File: config.mk
export PLATFORM = sky130hd
export DESIGN_NAME = cache_memory_arbiter
export DESIGN_NICKNAME = d
export VERILOG_FILES = /design/src/rtl/cache_memory_arbiter.sv
export SDC_FILE = /design/constraint.sdc
export NUM_CORES = 1
export LEC_CHECK = 0
export CORE_UTILIZATION = 41
export DETAILED_ROUTE_END_ITERATION = 8
export PLACE_DENSITY = 0.79
export SYNTH_ARGS = -nofsm -noshare
export SYNTH_HDL_FRONTEND = slang
export SYNTH_SLANG_ARGS = --single-unit
File: constraint.sdc
create_clock -name clk -period 1.9 [get_ports clk]
set_input_delay 0.19 -clock clk [delete_from_list [all_inputs] [get_ports clk]]
set_output_delay 0.19 -clock clk [all_outputs]
set_load 0.03 [all_outputs]
File: src/rtl/cache_memory_arbiter.sv
// -----------------------------------------------------------------------------
// cache_memory_arbiter
//
// Lets the instruction-cache and data-cache miss controllers share one
// main-memory port. Only one transfer is in flight at a time. When both sides
// request in the same cycle, a round-robin pointer decides which side goes
// first, and the pointer flips after each such collision. A watchdog aborts any
// transfer that receives no mem_ready within TIMEOUT busy cycles.
//
// Ports
//   clk, reset            rising-edge clock; synchronous active-low reset
//   i_rd, i_addr          I-cache read request (held until i_ready)
//   i_rdata, i_ready      I-cache read data and one-cycle completion pulse
//   d_rd, d_wr            D-cache read / write-back request (held until d_ready)
//   d_addr, d_wdata       D-cache address and write data
//   d_rdata, d_ready      D-cache read data and one-cycle completion pulse
//   mem_rd, mem_wr        memory strobes, held for the whole transfer
//   mem_addr, mem_wdata   registered address and write data to memory
//   mem_rdata, mem_ready  memory read data and completion pulse
//   grant_d               1 when the current or most recent owner is the D-side
//   mem_timeout           sticky flag, set when the watchdog aborts a transfer
// -----------------------------------------------------------------------------
module cache_memory_arbiter #(
  parameter int DATA_WIDTH = 32,
  parameter int ADDR_WIDTH = 32,
  parameter int TIMEOUT    = 64
) (
  input  logic                  clk,
  input  logic                  reset,
  input  logic                  i_rd,
  input  logic [ADDR_WIDTH-1:0] i_addr,
  output logic [DATA_WIDTH-1:0] i_rdata,
  output logic                  i_ready,
  input  logic                  d_rd,
  input  logic                  d_wr,
  input  logic [ADDR_WIDTH-1:0] d_addr,
  input  logic [DATA_WIDTH-1:0] d_wdata,
  output logic [DATA_WIDTH-1:0] d_rdata,
  output logic                  d_ready,
  output logic                  mem_rd,
  output logic                  mem_wr,
  output logic [ADDR_WIDTH-1:0] mem_addr,
  output logic [DATA_WIDTH-1:0] mem_wdata,
  input  logic [DATA_WIDTH-1:0] mem_rdata,
  input  logic                  mem_ready,
  output logic                  grant_d,
  output logic                  mem_timeout
);

  localparam int              WD_W    = $clog2(TIMEOUT + 1);
  localparam logic [WD_W-1:0] WD_LAST = WD_W'(TIMEOUT - 1);

  typedef enum logic [1:0] {
    ST_IDLE = 2'd0,
    ST_BUSY = 2'd1,
    ST_RESP = 2'd2
  } state_e;

  state_e                state_q,     state_d;
  logic                  prefer_d_q,  prefer_d_d;
  logic                  grant_d_q,   grant_d_d;
  logic                  mem_rd_q,    mem_rd_d;
  logic                  mem_wr_q,    mem_wr_d;
  logic [ADDR_WIDTH-1:0] mem_addr_q,  mem_addr_d;
  logic [DATA_WIDTH-1:0] mem_wdata_q, mem_wdata_d;
  logic [DATA_WIDTH-1:0] i_rdata_q,   i_rdata_d;
  logic [DATA_WIDTH-1:0] d_rdata_q,   d_rdata_d;
  logic                  i_ready_q,   i_ready_d;
  logic                  d_ready_q,   d_ready_d;
  logic                  timeout_q,   timeout_d;
  logic [WD_W-1:0]       wd_q,        wd_d;

  logic i_req, d_req, pick_d;

  assign i_req  = i_rd;
  assign d_req  = d_rd | d_wr;
  // The D-side wins when it is alone, or when both sides collide and the
  // pointer currently favours it.
  assign pick_d = d_req & (~i_req | prefer_d_q);

  always_comb begin
    // NOTE: every signal written here gets a default first, so no path leaves
    // it unassigned and no latch is inferred; blocking '=' is correct in
    // combinational logic.
    state_d     = state_q;
    prefer_d_d  = prefer_d_q;
    grant_d_d   = grant_d_q;
    mem_rd_d    = mem_rd_q;
    mem_wr_d    = mem_wr_q;
    mem_addr_d  = mem_addr_q;
    mem_wdata_d = mem_wdata_q;
    i_rdata_d   = i_rdata_q;
    d_rdata_d   = d_rdata_q;
    i_ready_d   = 1'b0;
    d_ready_d   = 1'b0;
    timeout_d   = timeout_q;
    wd_d        = wd_q;

    case (state_q)
      ST_IDLE: begin
        if (i_req | d_req) begin
          state_d   = ST_BUSY;
          grant_d_d = pick_d;
          wd_d      = '0;
          // The pointer only moves when there was a real contest.
          if (i_req & d_req) prefer_d_d = ~prefer_d_q;
          if (pick_d) begin
            // A simultaneous read and write from the D-side is a write-back.
            mem_wr_d    = d_wr;
            mem_rd_d    = ~d_wr;
            mem_addr_d  = d_addr;
            mem_wdata_d = d_wdata;
          end else begin
            mem_rd_d   = 1'b1;
            mem_wr_d   = 1'b0;
            mem_addr_d = i_addr;
          end
        end
      end

      ST_BUSY: begin
        if (mem_ready) begin
          state_d  = ST_RESP;
          mem_rd_d = 1'b0;
          mem_wr_d = 1'b0;
          if (grant_d_q) begin
            d_ready_d = 1'b1;
            if (mem_rd_q) d_rdata_d = mem_rdata;
          end else begin
            i_ready_d = 1'b1;
            i_rdata_d = mem_rdata;
          end
        end else if (wd_q == WD_LAST) begin
          // Abort: release the memory and complete the owner with zero data.
          state_d   = ST_RESP;
          mem_rd_d  = 1'b0;
          mem_wr_d  = 1'b0;
          timeout_d = 1'b1;
          if (grant_d_q) begin
            d_ready_d = 1'b1;
            d_rdata_d = '0;
          end else begin
            i_ready_d = 1'b1;
            i_rdata_d = '0;
          end
        end else begin
          wd_d = wd_q + 1'b1;
        end
      end

      // One dead cycle lets the completed requester drop its request before
      // the arbiter samples requests again.
      ST_RESP: state_d = ST_IDLE;

      default: state_d = ST_IDLE;
    endcase
  end

  always_ff @(posedge clk) begin
    if (!reset) begin
      state_q     <= ST_IDLE;
      prefer_d_q  <= 1'b1;
      grant_d_q   <= 1'b0;
      mem_rd_q    <= 1'b0;
      mem_wr_q    <= 1'b0;
      mem_addr_q  <= '0;
      mem_wdata_q <= '0;
      i_rdata_q   <= '0;
      d_rdata_q   <= '0;
      i_ready_q   <= 1'b0;
      d_ready_q   <= 1'b0;
      timeout_q   <= 1'b0;
      wd_q        <= '0;
    end else begin
      // NOTE: sequential state uses non-blocking '<=' so every flop samples
      // the values from before this edge.
      state_q     <= state_d;
      prefer_d_q  <= prefer_d_d;
      grant_d_q   <= grant_d_d;
      mem_rd_q    <= mem_rd_d;
      mem_wr_q    <= mem_wr_d;
      mem_addr_q  <= mem_addr_d;
      mem_wdata_q <= mem_wdata_d;
      i_rdata_q   <= i_rdata_d;
      d_rdata_q   <= d_rdata_d;
      i_ready_q   <= i_ready_d;
      d_ready_q   <= d_ready_d;
      timeout_q   <= timeout_d;
      wd_q        <= wd_d;
    end
  end

  assign i_rdata     = i_rdata_q;
  assign i_ready     = i_ready_q;
  assign d_rdata     = d_rdata_q;
  assign d_ready     = d_ready_q;
  assign mem_rd      = mem_rd_q;
  assign mem_wr      = mem_wr_q;
  assign mem_addr    = mem_addr_q;
  assign mem_wdata   = mem_wdata_q;
  assign grant_d     = grant_d_q;
  assign mem_timeout = timeout_q;

endmodule

==> summary.txt <==
Gp weighted congestion -> 0.8692
Fmax -> 561.2 MHz
Reg power frac -> 38.5%
Cells after Synth -> 584
Status -> finished clean
Number of synthesized flops with an enable pin -> 0
CP required -> 2200 ps
Count leader, synth -> dfxtp_1
Initial Utilization -> 41.99%
I/O Buffers -> 267
Clock power share -> 39.9%
Cell Area, Synth -> 0.005560 mm2
Setup Skew -> 6.307 ps
Setup_tns -> 0 ps
Syn_area_per_cell -> 9.521 um2
Post-route cell area -> 0.009030 mm2
Placeable Area -> 0.01324 mm2
Final HPWL DP -> 11,590 um
Crit share post-route -> 93.78%
Yosys top cell area share -> 51.85%
CP max FO -> 32
Post-CTS setup buffers -> 0
DRT Pass-1 Iters -> 6
Net Sw Frac -> 27.34%
Worst setup margin -> 118.3 ps
H-tree levels -> 4
Die Height -> 118.5 um
Asr flop ratio synth -> 0%
Die Span X -> 118.5 um
Pre-CTS setup slack -> 6.906 ps
Initial antenna violation count -> 0
CTS Buf Count -> 17
Switch Pwr -> 0.002365 W
Final Hold Viols -> 0
Crit path DAT -> 2080 ps
Starting DRT DRC Count -> 291
CTS clk-pin slew, worst paths -> 60 ps
Hold WC Path Type -> in2reg
Clock Latency Late Sink -> 410 ps
CP delay by family, top -> compound AO/OA/AOI/OAI gates
All-Layer GR Usage -> 23.91%
Number of global-route vias before repair -> 5,212
DR vias/cell -> 5.327
Worst Setup Path Type -> reg2reg
Routed WL -> 16,830 um
Share of cells above drive strength 1 -> 8.146%
Part of the power in combinational logic -> 21.6%
I/O pin cnt -> 268
Final setup fails -> 0
First-pass GRT wire length -> 26,520 um
Worst Setup End Kind -> flop
Area grow syn2layout -> 62.40%
CTS tree -> yes
RSZ-0062 raised after global routing -> no
Die area -> 0.01403 mm2
Clock period minus worst slack -> 1782 ps
Antenna cells -> 0
Clk root buf -> clkbuf_16
Worst VDD drop -> 0.5746 mV
Total gr overflow -> 0
Crit path largest cell delay -> 390 ps
Slew Viols, Final -> 0
Synth area leaders -> dfxtp_1 (52%), a21oi_1 (9.1%), a211oi_1 (8.0%)
Synth cell count leaders -> dfxtp_1 (144), a21oi_1 (101), nand2_1 (71), a211oi_1 (59), nor2_1 (40)
Worst Max-Slew Pin Slew -> 690.2 ps
Post-synth cell types -> 43
Pwr Density -> 957.8 mW/mm2
# fillers -> 992
Pin count of the biggest net entering global routing -> 65
Cell taking the most area after synthesis -> dfxtp_1
Worst path slowest cell -> dfxtp_1
Sequential share of the synthesized area -> 51.85%
Top_reg_cell synth -> dfxtp_1
Wire length per cell -> 16.45 um
Num rows -> 42
Clock sinks -> 144
Placement-stage cell area -> 0.008417 mm2
Synthesis Warnings -> 0
Synthesized Nets -> 719
Post-route DRC -> 0
WP buf/inv -> 1
Layout net count -> 971
Via count -> 5,450
Flops & latches, synth -> 144
Max-cap viol count -> 0
Max transition margin -> 53.99%
Ordered cell list for the critical path -> ha_1, nand4b_1, o31ai_2, a21oi_2, buf_12, a22o_1
Startpoint types -> flop
Internal power -> 0.006284 W
Clock Tree Buf Depth -> 2
Leak pwr -> 3.424 nW
Antenna Nets Post-Route -> 0
-- power by group through the flow --
| stage | registers (W) | clock network [W] | logic (W) |
|---|---|---|---|
| after floorplan | 0.00375 | 0 | 0.000656 |
| after CTS | 0.00333 | 0.00352 | 0.00188 |
| after global routing | 0.00334 | 0.00366 | 0.00199 |
| after global placement | 0.00338 | 0 | 0.00182 |
| after detailed placement | 0.00339 | 0 | 0.00186 |
| final | 0.00333 | 0.00345 | 0.00187 |
-- registers in the layout, summed over array words and instances, names as in the netlist --
name,flops
d_rdata,32
i_rdata,32
mem_wr,1
d_ready,1
mem_timeout,1
mem_addr,32
grant_d,1
mem_wdata,32
i_ready,1
mem_rd,1
prefer_d_q,1
wd_q,7
state_q,2
-- placed cells by master, fill, tap and decap left out, types with 2 or more instances in the layout --
cell type	instances
clkdlybuf4s50_1	266
buf_4	11
nand2_1	71
mux2i_1	32
nand3_1	7
o21ai_2	2
and2_1	3
o21ai_0	2
clkinv_4	2
dfxtp_1	144
a22o_1	32
a21oi_1	100
a211oi_2	6
nor3_1	2
o221a_2	2
clkinv_2	5
nor3b_2	2
nor2_1	40
clkbuf_16	17
a211oi_1	59
bufinv_16	4
buf_12	8
and3_1	3
-- timing repair --
| action | CTS | global route |
|---|---|---|
| endpoints found under the setup margin | 0 | 32 |
| hold buffers | 0 | 0 |
| resized for setup | 0 | 1 |
| hold endpoints to repair | 0 | 0 |
-- layer usage --
layer | routed length, um | vias to the layer above | GRT usage (%)
met5 | 0 | - | 0
met4 | 478 | 0 | 11.23
met3 | 1356 | 35 | 7.915
met2 | 8249 | 229 | 41.07
met1 | 6748 | 2578 | 26.65
li1 | - | 2608 | -
-- layout make-up --
| class | count | area, um2 | share of cell area, % |
|---|---|---|---|
| Multi-Input combinational cell | 387 | 2409 | 26.67 |
| Clock inverter | 11 | 165.2 | 1.829 |
| Timing Repair Buffer | 285 | 2905 | 32.17 |
| Tap cell | 176 | 220.2 | 2.439 |
| Inverter | 1 | 5.005 | 0.05542 |
| Clock buffer | 19 | 442.9 | 4.905 |
| Sequential cell | 144 | 2883 | 31.92 |
-- per-stage QoR --
step	std cells	total power (W)	util, %	hold WS [ps]
2_1_floorplan	584	0.004405	-	322.7
3_3_place_gp	993	0.005199	63.56	441.5
3_5_place_dp	993	0.005254	63.56	448.0
4_1_cts	1023	0.008726	68.15	308.1
5_1_grt	1023	0.009003	68.19	320.1
6_report	1023	0.008649	68.19	322.2
-- worst reg2reg max path, delay by kind of cell (launching register included) --
kind	cells	cell delay (ps)
AOI/OAI and AO/OA	3	610
adders and majority gates	1	250
buffers and inverters	1	180
DFF	1	390
and+or+nand+nor	1	240
-- cell families after synthesis --
family	count (synthesis)	synth area share, %
flip-flops	144	51.85
adder cells (fa/ha/maj)	1	0.2250
buffers and inverters	53	5.243
AO/OA/AOI/OAI	214	25.77
multiplexers	32	5.761
XOR/XNOR	1	0.1575
AND/OR/NAND/NOR	139	11.00
-- path summary, 6_finish.rpt --
kind                 start             to  slack [ps]  cells past startpoint
min reg2reg  mem_wdata[26]  mem_wdata[26]         450                      2
max reg2reg        wd_q[0]     d_rdata[4]         120                      6
max                wd_q[0]     d_rdata[4]         120                      6
min             d_wdata[7]   mem_wdata[7]         320                      3
No activity file was read; power rests on OpenSTA's default activity.
